==> src/rtl/booth.sv <==
`default_nettype none
// ============================================================================
// Module      : booth
// Description : Sequential signed radix-4 Booth multiplier. One start pulse
//               launches an N x N two's-complement multiply that retires
//               N/2 add/shift iterations later into the 2N-bit ans register.
// Revision    : 1.0 - initial release
// ============================================================================
module booth #(
   parameter int N     = 8,
   parameter int alpha = 3
) (
   input  logic             clk,
   input  logic             rst_n,
   input  logic             start,
   input  logic [N-1:0]     data_inM,
   input  logic [N-1:0]     data_inQ,
   output logic [2*N-1:0]   ans
);

   typedef enum logic [0:0] {
      IDLE = 1'b0,
      CALC = 1'b1
   } state_t;

   localparam logic [alpha-1:0] LAST_CNT = alpha'(N/2 - 1);

   state_t               state;
   state_t               state_next;

   // Two guard bits on A and M keep +/-2M and the running sum exact.
   logic signed [N+1:0]  a;
   logic signed [N+1:0]  mreg;
   logic        [N-1:0]  qreg;
   logic                 q_m1;
   logic [alpha-1:0]     cnt;

   logic [2:0]           triplet;
   logic signed [N+1:0]  operand;
   logic signed [N+1:0]  a_sum;
   logic [2*N+2:0]       shifted;
   logic                 last_iter;

   assign triplet   = {qreg[1], qreg[0], q_m1};
   assign last_iter = (cnt == LAST_CNT);

   // Radix-4 recoding of the low multiplier pair plus the appended bit.
   always_comb begin
      operand = '0;
      case (triplet)
         3'b001, 3'b010: operand = mreg;
         3'b011:         operand = mreg <<< 1;
         3'b100:         operand = -(mreg <<< 1);
         3'b101, 3'b110: operand = -mreg;
         default:        operand = '0;
      endcase
   end

   // Accumulate, then arithmetic-shift {A_sum, Q, q_m1} right by two.
   // The two bits shifted out (Q[0], q_m1) are dropped directly.
   always_comb begin
      a_sum   = a + operand;
      shifted = {{2{a_sum[N+1]}}, a_sum, qreg[N-1:1]};
   end

   // State register.
   always_ff @(posedge clk or negedge rst_n) begin
      if (!rst_n) begin
         state <= IDLE;
      end else begin
         state <= state_next;
      end
   end

   // Next-state logic: launch on start in IDLE, return after the last step.
   always_comb begin
      state_next = state;
      case (state)
         IDLE:    if (start)     state_next = CALC;
         CALC:    if (last_iter) state_next = IDLE;
         default:                state_next = IDLE;
      endcase
   end

   // Datapath: operand capture on launch, one Booth step per CALC cycle.
   always_ff @(posedge clk or negedge rst_n) begin
      if (!rst_n) begin
         a    <= '0;
         mreg <= '0;
         qreg <= '0;
         q_m1 <= 1'b0;
         cnt  <= '0;
         ans  <= '0;
      end else begin
         case (state)
            IDLE: begin
               if (start) begin
                  a    <= '0;
                  mreg <= {{2{data_inM[N-1]}}, data_inM};
                  qreg <= data_inQ;
                  q_m1 <= 1'b0;
                  cnt  <= '0;
               end
            end
            CALC: begin
               a    <= shifted[2*N+2:N+1];
               qreg <= shifted[N:1];
               q_m1 <= shifted[0];
               cnt  <= cnt + alpha'(1);
               // Product is the low N bits of shifted A above shifted Q.
               if (last_iter) begin
                  ans <= shifted[2*N:1];
               end
            end
            default: ;
         endcase
      end
   end

endmodule
`default_nettype wire

==> config.mk <==
export PLATFORM = sky130hd
export DESIGN_NAME = booth
export DESIGN_NICKNAME = d
export VERILOG_FILES = /design/src/rtl/booth.sv
export SDC_FILE = /design/constraint.sdc
export NUM_CORES = 1
export LEC_CHECK = 0
export BUFFER_PORTS_ARGS = -buffer_cell sky130_fd_sc_hd__buf_4
export CAP_MARGIN = 10
export CORE_ASPECT_RATIO = 0.7
export CORE_MARGIN = 5
export CORE_UTILIZATION = 52
export CTS_CLUSTER_DIAMETER = 30
export DETAILED_ROUTE_END_ITERATION = 16
export GPL_TIMING_DRIVEN = 0
export PLACE_DENSITY = 0.76
export SLEW_MARGIN = 20
export SYNTH_ARGS = -nofsm -noshare
export SYNTH_HDL_FRONTEND = slang
export SYNTH_SLANG_ARGS = --single-unit
==> constraint.sdc <==
create_clock -name clk -period 3.3 [get_ports clk]
set_input_delay 0.165 -clock clk [delete_from_list [all_inputs] [get_ports clk]]
set_output_delay 0.165 -clock clk [all_outputs]
set_load 0.01 [all_outputs]
==> results by group <==
Worst setup path
  • Setup crit end kind: flip-flop
  • WS Path Type: flip-flop to flip-flop
  • Startpoint Class: flip-flop
  • Largest delay contributor family on the critical path: compound AO/OA/AOI/OAI gates
  • Critical Path AT: 3.35 ns
  • Critical Path, Cell by Cell: inv_2 -> ha_2 -> or3b_4 -> o31ai_4 -> xnor2_2 -> a221oi_2 -> a21oi_1 -> a21o_1 -> ha_4 -> a21oi_1 -> o21ai_0 -> a31oi_1 -> xor2_1 -> mux2_2
  • CP Data Required Time: 3.51 ns
  • Cell mode on critical path: a21oi_1
  • Worst Path Max Fanout: 5
  • Largest stage delay, worst path: 0.44 ns
  • CP max-delay cell: dfrtp_2
  • Crit path buf inv count: 1

Detailed routing
  • Drc violations: 0
  • Drt first-iter violations: 85
  • Antenna-violating nets left: 0
  • Drt pass-1 iters: 5
  • Routed WL per cell: 16.2 µm
  • Routed via count: 2180
  • Drt via density: 5.75
  • Final WL: 6.15 mm

Placed design
  • Hpwl dp: 4.39 mm
  • Placer Congestion: 0.905
  • Place WS: -0.161 ns
  • DP Cell Count: 369
  • I/O Buffers: 34

Timing
  • Slew Limit Fails: 0
  • Final Hold Fails: 0
  • Least-Margin Pin Slew: 0.670 ns
  • Worst slew margin: 0.554
  • Worst Skew: 0.00823 ns
  • Final period utilization: 0.952
  • Endpoints failing setup: 0
  • Sum Neg Setup Slack: 0 ns
  • Final min period: 3.14 ns
  • Peak Freq: 318 MHz
  • Final setup margin: 0.158 ns

Floorplan
  • # rows: 21
  • DIE WIDTH: 95.8 µm
  • Die footprint: 6720 µm²
  • Die height: 70.1 µm
  • Core area: 4890 µm²
  • Ports: 35
  • Initial Util: 0.549

Power and ir drop
  • Sequential share of power: 0.249
  • Total power: 4.16 mW
  • Logic pwr share: 0.641
  • PwrDens: 1290 nW/µm²
  • Leak: 1.50 nW
  • NetSw: 1.82 mW
  • Clock power frac: 0.110
  • Sw Ratio: 0.438
  • Internal power: 2.34 mW
  • VDD IR max: 0.820 mV

Synth
  • Syn avg cell area: 10.1 µm²
  • Seq/Total Area, Yosys: 0.420
  • Synth Net Count: 298
  • YS warnings: 0
  • Dominant synthesized flop cell: dfrtp_1
  • Unique masters post-synth: 44
  • Synth Instances: 266
  • Synth Cell Area: 2680 µm²
  • Post-synth EDFFs: 0
  • #FFs+latches synth: 45
  • Async SR Flop Fraction: 1.00

Final layout
  • Finished Layout Cells: 379
  • Final nets: 341
  • Layout cell share with drive strength beyond 1: 0.294
  • Most frequent cells in the layout: dfrtp_1 (43), buf_4 (36), nand2_1 (24)
  • Most common cell after layout, fill and taps aside: dfrtp_1
  • FILL cells: 412
  • Area grow syn2layout: 20.4%
  • Diodes inserted: 0

Run
  • Max Cap Viol: 0

CTS
  • Clock sink total: 45
  • Worst-path clk slew: 0.09 ns
  • CTS tree: built
  • CTS Buf Count: 5
  • Worst skew pair latency: 0.31 ns
  • CTS Buffer Depth: 2
  • Clock Tree Root: clkbuf_8
  • H-tree level count: 2

GRT
  • Initial antenna violation count: 0
  • GRT Util Overall: 0.192
  • Pin count of the biggest net entering global routing: 46
  • Total gr overflow: 0
  • Vias in the first global route: 2049
  • First-pass GRT wire length: 10.0 mm

Hold path
  • Worst min path class: primary input to flip-flop

Status
  • Run status: finished, final reports clean
stage by stage:
| step | instance area [µm²] | hold slack, ns | util |
|---|---|---|---|
| 3_3_place_gp | 3020 | 0.199 | 0.619 |
| 4_1_cts | 3170 | 0.0527 | 0.648 |
| 6_report | 3230 | 0.0538 | 0.661 |
| 5_1_grt | 3230 | 0.0660 | 0.661 |
| 3_5_place_dp | 3020 | 0.199 | 0.619 |
| 2_1_floorplan | 2680 | -0.131 | - |
kinds of logic after synthesis:
kind of cell | Yosys count | synth area share
compound gates | 78 | 0.189
xor+xnor | 16 | 0.0523
fa+ha+maj | 13 | 0.0635
buf+inv | 27 | 0.0425
flops | 45 | 0.420
mux | 30 | 0.122
simple gates | 57 | 0.111
tightest hold or removal path: stages:
cell,delay (ns)
buf_4,0.08
nand2_1,0.03
o21ai_0,0.05
what timing repair did:
item / 4_1_cts / 5_1_grt
pin swaps: 0 / 2
hold buffers: 1 / 0
hold endpoints to repair: 45 / 0
setup buffers: 0 / 2
endpoints found under the setup margin: 6 / 7
gates resized for setup: 8 / 11
per-layer routing:
| metal | vias to the layer above | GRT usage | wire length [µm] |
|---|---|---|---|
| met5 | - | 0 | 0 |
| met4 | 0 | 0.0473 | 38 |
| met3 | 8 | 0.0418 | 464 |
| met2 | 72 | 0.253 | 2680 |
| met1 | 1046 | 0.310 | 2960 |
| li1 | 1054 | - | - |
final timing paths:
check	from	slack, ns	to	depth (start not counted)
max reg2reg	mreg[0]	0.16	ans[15]	14
min in group asynchronous	rst_n	0.39	ans[1]	2
min	data_inM[1]	0.05	mreg[1]	3
max in group asynchronous	rst_n	2.51	mreg[1]	2
max	mreg[0]	0.16	ans[15]	14
min reg2reg	cnt[0]	0.50	cnt[0]	1
sequential cells by signal (all words and copies together) (netlist names):
name	count
mreg	8
state	1
cnt	3
qreg	8
a	8
q_m1	1
ans	16
synthesized netlist by cell type, drive strengths merged (2+ instances only):
master / n / area, µm²
a211oi: 2 / 15.0
a21o: 6 / 45.0
a21oi: 13 / 68.8
a221oi: 3 / 26.3
a22o: 8 / 70.1
a31oi: 6 / 37.5
and3: 2 / 12.5
buf: 6 / 35.0
clkbuf: 10 / 37.5
dfrtp: 45 / 1130
ha: 12 / 150
inv: 11 / 41.3
mux2: 21 / 236
mux2i: 9 / 90.1
nand2: 24 / 90.1
nand2b: 4 / 25.0
nand3: 4 / 20.0
nor2: 8 / 30.0
nor3: 7 / 40.0
nor4: 2 / 27.5
o21ai: 24 / 120
o21bai: 3 / 22.5
o22ai: 3 / 18.8
o31ai: 4 / 30.0
xnor2: 11 / 96.3
xor2: 5 / 43.8
power groups by stage:
stage          clock [mW]  sequential [mW]  combinational, mW
2_1_floorplan           0             1.03               1.86
3_3_place_gp            0             1.01               2.46
3_5_place_dp            0             1.03               2.52
4_1_cts             0.465             1.02               2.56
5_1_grt             0.496             1.07               2.95
6_report            0.459             1.04               2.67
final cells by class:
type | instances | area (µm²) | share of cell area
Multi-Input combinational cell | 194 | 1500 | 0.464
Sequential cell | 45 | 1130 | 0.349
Timing Repair Buffer | 37 | 280 | 0.0868
Tap cell | 69 | 86.3 | 0.0267
Clock buffer | 6 | 82.6 | 0.0256
Buffer | 15 | 71.3 | 0.0221
Clock inverter | 2 | 41.3 | 0.0128
Inverter | 11 | 41.3 | 0.0128
Note: power is estimated with default switching activity, not from simulation.
